`src/rtl/ctrl_mem_load.sv`:
```
`default_nettype none
// ============================================================================
// Module   : ctrl_mem_load
// Purpose  : Upstream control stage of the convolution pipeline. Accepts X
//            samples and F coefficients on two valid/ready slave channels,
//            produces write strobes and addresses for the X and F memories,
//            raises conv_start once both memories are full, and holds it
//            until conv_done returns. The inputs then re-open for the next
//            vector.
// Ports    : clk        - clock, rising edge
//            reset      - asynchronous, active-low reset
//            s_valid_x  / s_ready_x  - X sample handshake
//            s_valid_f  / s_ready_f  - F coefficient handshake
//            conv_done  - one-cycle pulse, all convolution outputs consumed
//            x_wr_en, x_wr_addr      - X memory write strobe / address
//            f_wr_en, f_wr_addr      - F memory write strobe / address
//            conv_start - both memories full, convolution may run
// Options  : F_KEEP_EN - when defined, the filter is loaded once after reset
//            and kept across rounds; only X is reloaded after conv_done.
// Revision : 1.0 - initial release
// ============================================================================
module ctrl_mem_load #(
    parameter int F_MEM_SIZE       = 4,
    parameter int X_MEM_SIZE       = 8,
    parameter int X_MEM_ADDR_WIDTH = 3,
    parameter int F_MEM_ADDR_WIDTH = 2
) (
    input  logic                        clk,
    input  logic                        reset,
    input  logic                        s_valid_x,
    output logic                        s_ready_x,
    input  logic                        s_valid_f,
    output logic                        s_ready_f,
    input  logic                        conv_done,
    output logic                        x_wr_en,
    output logic [X_MEM_ADDR_WIDTH-1:0] x_wr_addr,
    output logic                        f_wr_en,
    output logic [F_MEM_ADDR_WIDTH-1:0] f_wr_addr,
    output logic                        conv_start
);

    localparam logic [X_MEM_ADDR_WIDTH-1:0] c_x_last = X_MEM_ADDR_WIDTH'(X_MEM_SIZE - 1);
    localparam logic [F_MEM_ADDR_WIDTH-1:0] c_f_last = F_MEM_ADDR_WIDTH'(F_MEM_SIZE - 1);
    localparam logic [X_MEM_ADDR_WIDTH-1:0] c_x_one  = X_MEM_ADDR_WIDTH'(1);
    localparam logic [F_MEM_ADDR_WIDTH-1:0] c_f_one  = F_MEM_ADDR_WIDTH'(1);

    typedef enum logic [0:0] {
        ST_LOAD = 1'b0,
        ST_CONV = 1'b1
    } state_t;

    state_t                      state_q,      state_d;
    logic                        s_ready_x_q,  s_ready_x_d;
    logic                        s_ready_f_q,  s_ready_f_d;
    logic [X_MEM_ADDR_WIDTH-1:0] x_wr_addr_q,  x_wr_addr_d;
    logic [F_MEM_ADDR_WIDTH-1:0] f_wr_addr_q,  f_wr_addr_d;
    logic                        x_full_q,     x_full_d;
    logic                        f_full_q,     f_full_d;
    logic                        conv_start_q, conv_start_d;

    logic                        x_acc;
    logic                        f_acc;

    // Strobes are combinational so the write lands at the current address
    // in the same cycle as the handshake.
    assign x_acc = s_valid_x & s_ready_x_q;
    assign f_acc = s_valid_f & s_ready_f_q;

    always_comb begin
        state_d      = state_q;
        s_ready_x_d  = s_ready_x_q;
        s_ready_f_d  = s_ready_f_q;
        x_wr_addr_d  = x_wr_addr_q;
        f_wr_addr_d  = f_wr_addr_q;
        x_full_d     = x_full_q;
        f_full_d     = f_full_q;
        conv_start_d = conv_start_q;

        case (state_q)
            ST_LOAD: begin
                if (x_acc) begin
                    if (x_wr_addr_q == c_x_last) begin
                        x_wr_addr_d = '0;
                        x_full_d    = 1'b1;
                    end else begin
                        x_wr_addr_d = x_wr_addr_q + c_x_one;
                    end
                end
                if (f_acc) begin
                    if (f_wr_addr_q == c_f_last) begin
                        f_wr_addr_d = '0;
                        f_full_d    = 1'b1;
                    end else begin
                        f_wr_addr_d = f_wr_addr_q + c_f_one;
                    end
                end
                // Ready drops on the same edge that accepts the last beat,
                // so a write beyond the last address can never happen.
                s_ready_x_d = ~x_full_d;
                s_ready_f_d = ~f_full_d;

                // Uses the registered full flags: conv_start rises one cycle
                // after the edge that completes the later memory.
                if (x_full_q && f_full_q) begin
                    conv_start_d = 1'b1;
                    s_ready_x_d  = 1'b0;
                    s_ready_f_d  = 1'b0;
                    state_d      = ST_CONV;
                end
            end

            ST_CONV: begin
                s_ready_x_d  = 1'b0;
                s_ready_f_d  = 1'b0;
                conv_start_d = 1'b1;
                if (conv_done) begin
                    conv_start_d = 1'b0;
                    x_full_d     = 1'b0;
`ifdef F_KEEP_EN
                    // Filter stays resident until the next reset.
                    f_full_d     = f_full_q;
`else
                    f_full_d     = 1'b0;
`endif
                    s_ready_x_d  = 1'b1;
                    s_ready_f_d  = ~f_full_d;
                    state_d      = ST_LOAD;
                end
            end

            default: begin
                state_d = ST_LOAD;
            end
        endcase
    end

    always_ff @(posedge clk or negedge reset) begin
        if (!reset) begin
            state_q      <= ST_LOAD;
            s_ready_x_q  <= 1'b0;
            s_ready_f_q  <= 1'b0;
            x_wr_addr_q  <= '0;
            f_wr_addr_q  <= '0;
            x_full_q     <= 1'b0;
            f_full_q     <= 1'b0;
            conv_start_q <= 1'b0;
        end else begin
            state_q      <= state_d;
            s_ready_x_q  <= s_ready_x_d;
            s_ready_f_q  <= s_ready_f_d;
            x_wr_addr_q  <= x_wr_addr_d;
            f_wr_addr_q  <= f_wr_addr_d;
            x_full_q     <= x_full_d;
            f_full_q     <= f_full_d;
            conv_start_q <= conv_start_d;
        end
    end

    assign s_ready_x  = s_ready_x_q;
    assign s_ready_f  = s_ready_f_q;
    assign x_wr_en    = x_acc;
    assign f_wr_en    = f_acc;
    assign x_wr_addr  = x_wr_addr_q;
    assign f_wr_addr  = f_wr_addr_q;
    assign conv_start = conv_start_q;

endmodule
`default_nettype wire

```
`config.mk`:
```
export PLATFORM = sky130hd
export DESIGN_NAME = ctrl_mem_load
export DESIGN_NICKNAME = d
export VERILOG_FILES = /design/src/rtl/ctrl_mem_load.sv
export SDC_FILE = /design/constraint.sdc
export NUM_CORES = 1
export LEC_CHECK = 0
export ABC_AREA = 1
export BUFFER_PORTS_ARGS = -buffer_cell sky130_fd_sc_hd__buf_2
export CAP_MARGIN = 20
export CELL_PAD_IN_SITES_DETAIL_PLACEMENT = 0
export CELL_PAD_IN_SITES_GLOBAL_PLACEMENT = 2
export CORE_MARGIN = 2
export CORE_UTILIZATION = 24
export DETAILED_ROUTE_END_ITERATION = 8
export GPL_TIMING_DRIVEN = 0
export PLACE_DENSITY = 0.74
export SETUP_SLACK_MARGIN = 0.4
export SKIP_CTS_REPAIR_TIMING = 1
export SYNTH_ARGS = -nofsm -noshare
export SYNTH_HDL_FRONTEND = slang
export SYNTH_SLANG_ARGS = --single-unit
```
`constraint.sdc`:
```
create_clock -name clk -period 1.1 [get_ports clk]
set_clock_uncertainty 0.1 [all_clocks]
set_input_delay 0 -clock clk [delete_from_list [all_inputs] [get_ports clk]]
set_output_delay 0 -clock clk [all_outputs]
set_load 0.05 [all_outputs]
```
==> report_table.html <==
<table>
<tr><th>Metric</th><th>Value</th></tr>
<tr><th colspan="2">Outcome</th></tr>
<tr><td>Run status</td><td>complete, but fails checks</td></tr>
<tr><td>Violations in the final reports</td><td>negative hold slack, negative setup slack</td></tr>
<tr><th colspan="2">GRT</th></tr>
<tr><td>Pin count of the biggest net entering global routing</td><td>12</td></tr>
<tr><td>Total congestion overflow after global routing</td><td>0</td></tr>
<tr><td>Total global-route track usage</td><td>0.0985</td></tr>
<tr><td>Initial antenna violation count</td><td>0</td></tr>
<tr><td>Number of global-route vias before repair</td><td>381</td></tr>
<tr><td>First-pass GRT wire length</td><td>1740 um</td></tr>
<tr><th colspan="2">Power</th></tr>
<tr><td>Net load switching power</td><td>1.43 mW</td></tr>
<tr><td>Power per cell area</td><td>3460 nW/um2</td></tr>
<tr><td>Logic gate share of total power</td><td>0.627</td></tr>
<tr><td>Maximum VDD drop</td><td>1.26 mV</td></tr>
<tr><td>Switch share</td><td>0.469</td></tr>
<tr><td>Overall power of the completed layout</td><td>3.04 mW</td></tr>
<tr><td>Cell-internal power</td><td>1.61 mW</td></tr>
<tr><td>Share of total power in sequential cells</td><td>0.280</td></tr>
<tr><td>Leakage</td><td>0.415 nW</td></tr>
<tr><td>Clock group share of total power</td><td>0.093</td></tr>
<tr><th colspan="2">Logic synthesis</th></tr>
<tr><td>Post-synthesis share of cell area spent on xor and xnor gates</td><td>0</td></tr>
<tr><td>Cell variety after synth</td><td>12</td></tr>
<tr><td>Synth Area in Adders</td><td>0.0735</td></tr>
<tr><td>Fraction of the mapped netlist area in simple logic gates</td><td>0.292</td></tr>
<tr><td>Syn Nets</td><td>65</td></tr>
<tr><td>Mux cell area share after synthesis</td><td>0</td></tr>
<tr><td>Combinational family with the most area after synthesis</td><td>simple AND/OR/NAND/NOR gates</td></tr>
<tr><td>Share of synthesized area occupied by flip-flops and latches</td><td>0.539</td></tr>
<tr><td>Number of instances in the synthesized netlist</td><td>57</td></tr>
<tr><td>Compound-gate portion of the synthesized area</td><td>0.0294</td></tr>
<tr><td>Post-synthesis register bit count</td><td>11</td></tr>
<tr><td>Yosys warning count</td><td>0</td></tr>
<tr><td>Avg Inst Size Synth</td><td>8.96 um2</td></tr>
<tr><td>Syn Std Cell Area</td><td>510 um2</td></tr>
<tr><th colspan="2">Timing</th></tr>
<tr><td>Setup ws final</td><td>-130 ps</td></tr>
<tr><td>Upper clock frequency limit</td><td>813 MHz</td></tr>
<tr><td>Worst hold slack</td><td>-103 ps</td></tr>
<tr><td>Max-Slew Margin vs Limit</td><td>0.834</td></tr>
<tr><td>Final Cycle Share</td><td>1.12</td></tr>
<tr><td>Final-report hold violation count</td><td>6</td></tr>
<tr><td>Actual transition at the worst max-transition pin</td><td>250 ps</td></tr>
<tr><td>Time the final worst path needs with I/O delays and setup</td><td>1230 ps</td></tr>
<tr><td>Setup repair after global routing missed its margin</td><td>yes</td></tr>
<tr><td>Count of final setup violators</td><td>7</td></tr>
<tr><td>Sum of negative setup slack</td><td>-406 ps</td></tr>
<tr><td>Final-report max-slew violation count</td><td>0</td></tr>
<tr><th colspan="2">Floorplanning</th></tr>
<tr><td>Number of I/O pins</td><td>15</td></tr>
<tr><td>Total Die Area</td><td>2510 um2</td></tr>
<tr><td>Horiz. Die Dim</td><td>50.1 um</td></tr>
<tr><td>Overall die height</td><td>50.1 um</td></tr>
<tr><td>Placeable Area</td><td>1980 um2</td></tr>
<tr><td>Initial Util</td><td>0.258</td></tr>
<tr><td>Number of placement rows</td><td>16</td></tr>
<tr><th colspan="2">Layout</th></tr>
<tr><td>Total of fill cells in the finished design</td><td>195</td></tr>
<tr><td>Net count, final</td><td>92</td></tr>
<tr><td>Share of final-layout standard cells stronger than drive strength 1</td><td>0.578</td></tr>
<tr><td>Ant. Diodes</td><td>0</td></tr>
<tr><td>Multi-input logic area</td><td>272 um2</td></tr>
<tr><td>Final std cells w/o fill</td><td>110</td></tr>
<tr><td>Synthesis-to-layout area growth</td><td>72.1%</td></tr>
<tr><td>Storage cell area</td><td>285 um2</td></tr>
<tr><th colspan="2">Worst setup path</th></tr>
<tr><td>Worst setup EP type</td><td>register</td></tr>
<tr><td>Critical path data arrival time</td><td>1320 ps</td></tr>
<tr><td>Worst path required time</td><td>1190 ps</td></tr>
<tr><td>Series of cell instances along the critical path</td><td>ha_4, ha_4, or2_1, o21ai_1</td></tr>
<tr><td>Cell at the slowest stage of the critical path</td><td>sky130_fd_sc_hd__dfrtp_2</td></tr>
<tr><td>CP most frequent cell</td><td>sky130_fd_sc_hd__ha_4</td></tr>
<tr><td>Startpoint class of the critical path</td><td>register</td></tr>
<tr><td>Slowest stage delay, CP</td><td>440 ps</td></tr>
<tr><td>Critical path fanouts, max</td><td>4</td></tr>
<tr><td>Critical path class</td><td>reg2reg</td></tr>
<tr><th colspan="2">Clock network</th></tr>
<tr><td>CTS tree</td><td>done</td></tr>
<tr><td>Maximum buffer depth of the clock tree</td><td>2</td></tr>
<tr><td>Later-pin clock latency in the skew report</td><td>260 ps</td></tr>
<tr><td>CTS clk-pin slew, worst paths</td><td>70 ps</td></tr>
<tr><td>Maximum level of the CTS H-tree</td><td>1</td></tr>
<tr><td>Cell chosen for the clock root</td><td>sky130_fd_sc_hd__clkbuf_4</td></tr>
<tr><td>Number of sinks handled by clock tree synthesis</td><td>11</td></tr>
<tr><td>Number of clock buffers inserted by TritonCTS</td><td>3</td></tr>
<tr><th colspan="2">Route</th></tr>
<tr><td>Count of TritonRoute iterations in the first routing pass</td><td>3</td></tr>
<tr><td>First-iteration detailed-routing DRC count</td><td>3</td></tr>
<tr><td>Detailed-route wire length</td><td>1080 um</td></tr>
<tr><td>Drt via density</td><td>4.11</td></tr>
<tr><td>DRC violation count after routing</td><td>0</td></tr>
<tr><td>DR WL/cell</td><td>9.85 um</td></tr>
<tr><td>Antenna violation net count after detailed routing</td><td>0</td></tr>
<tr><td>Vias</td><td>452</td></tr>
<tr><th colspan="2">Min path</th></tr>
<tr><td>Class of the tightest hold or removal check</td><td>in2reg</td></tr>
<tr><th colspan="2">Job</th></tr>
<tr><td>Maximum Capacitance Violations</td><td>0</td></tr>
<tr><th colspan="2">Placed design</th></tr>
<tr><td>Final RePlAce weighted congestion</td><td>0.634</td></tr>
<tr><td>Half-perimeter wire length after placement</td><td>757 um</td></tr>
<tr><td>Number of port buffers</td><td>14</td></tr>
<tr><td>Instance count after placement with tap cells included</td><td>98</td></tr>
</table>
-- per-stage QoR --
| stage | hold slack [ps] | setup slack, ps | utilization | instance area [um2] |
|---|---|---|---|---|
| final | -103 | -130 | 0.443 | 878 |
| after global routing | -89.2 | -188 | 0.443 | 878 |
| after CTS | -509 | -144 | 0.357 | 707 |
| after detailed placement | -211 | -127 | 0.343 | 681 |
| after global placement | -212 | -118 | 0.343 | 681 |
| after floorplan | -396 | -238 | - | 577 |
-- kinds of logic (layout without fill, tap and decap cells) --
kind of cell	count (synthesis)	count (layout)
fa+ha+maj	3	3
flops	11	11
compound gates	3	3
buf+inv	7	33
simple gates	33	33
-- critical path, delay by kind of cell (launching register included) --
family / cells / cell delay, ps
compound gates: 1 / 110
flops: 1 / 440
simple gates: 1 / 200
fa+ha+maj: 2 / 320
-- cells in the final DEF (no fill, tap or decap), drive strengths merged --
cell type / count
buf: 22
nand2: 20
dfrtp: 11
nand3: 6
inv: 5
clkbuf: 4
o21ai: 3
ha: 3
nor2: 3
nand4: 2
or2: 2
clkinvlp: 1
dlygate4sd3: 1
-- power groups by stage --
stage / clock (mW) / combinational [mW] / sequential, mW
after CTS: 0.300 / 1.40 / 0.824
after floorplan: 0 / 0.626 / 1.30
final: 0.281 / 1.91 / 0.852
after detailed placement: 0 / 1.40 / 0.833
after global routing: 0.320 / 2.05 / 0.891
after global placement: 0 / 1.40 / 0.827
-- per-layer routing --
metal  wire length (um)  GRT usage
met2                551      0.143
met4                 19     0.0833
met5                  0          0
met1                490      0.119
met3                 22     0.0273
-- worst paths after layout --
path	startpoint	to	slack, ps	cells after the start
worst max register to register	x_wr_addr[0]$_DFFE_PN0P_	x_wr_addr[0]$_DFFE_PN0P_	-130	4
worst max-delay path	x_wr_addr[0]$_DFFE_PN0P_	x_wr_addr[0]$_DFFE_PN0P_	-130	4
worst min register to register	f_wr_addr[1]$_DFFE_PN0P_	f_wr_addr[1]$_DFFE_PN0P_	430	2
max in group asynchronous	reset	x_wr_addr[0]$_DFFE_PN0P_	640	2
worst min-delay path	conv_done	s_ready_f$_DFF_PN0_	-100	3
min in group asynchronous	reset	f_full_q$_DFFE_PN0P_	30	2
-- synth_stat cells --
master / number / area (um2)
sky130_fd_sc_hd__dfrtp_1: 11 / 275
sky130_fd_sc_hd__nor2_4: 1 / 11.3
sky130_fd_sc_hd__ha_1: 3 / 37.5
sky130_fd_sc_hd__or2_1: 2 / 12.5
sky130_fd_sc_hd__nor2_1: 2 / 7.51
sky130_fd_sc_hd__buf_6: 1 / 11.3
sky130_fd_sc_hd__o21ai_1: 3 / 15.0
sky130_fd_sc_hd__inv_1: 5 / 18.8
sky130_fd_sc_hd__nand4_1: 2 / 12.5
sky130_fd_sc_hd__nand3_1: 6 / 30.0
sky130_fd_sc_hd__nand2_1: 20 / 75.1
sky130_fd_sc_hd__inv_2: 1 / 3.75
-- state kept, by name, indices dropped and copies added, names as in the netlist --
signal,cells
conv_start,1
f_full_q,1
f_wr_addr,2
s_ready_f,1
s_ready_x,1
state_q,1
x_full_q,1
x_wr_addr,3
-- area by class of cell --
cell class                      instances  share of cell area
Buffer                                  1              0.0171
Sequential cell                        11               0.325
Multi-Input combinational cell         39               0.309
Tap cell                               27              0.0385
Inverter                                6              0.0356
Timing Repair Buffer                   22               0.245
Clock buffer                            4              0.0299
(Power assumes the default switching activity.)
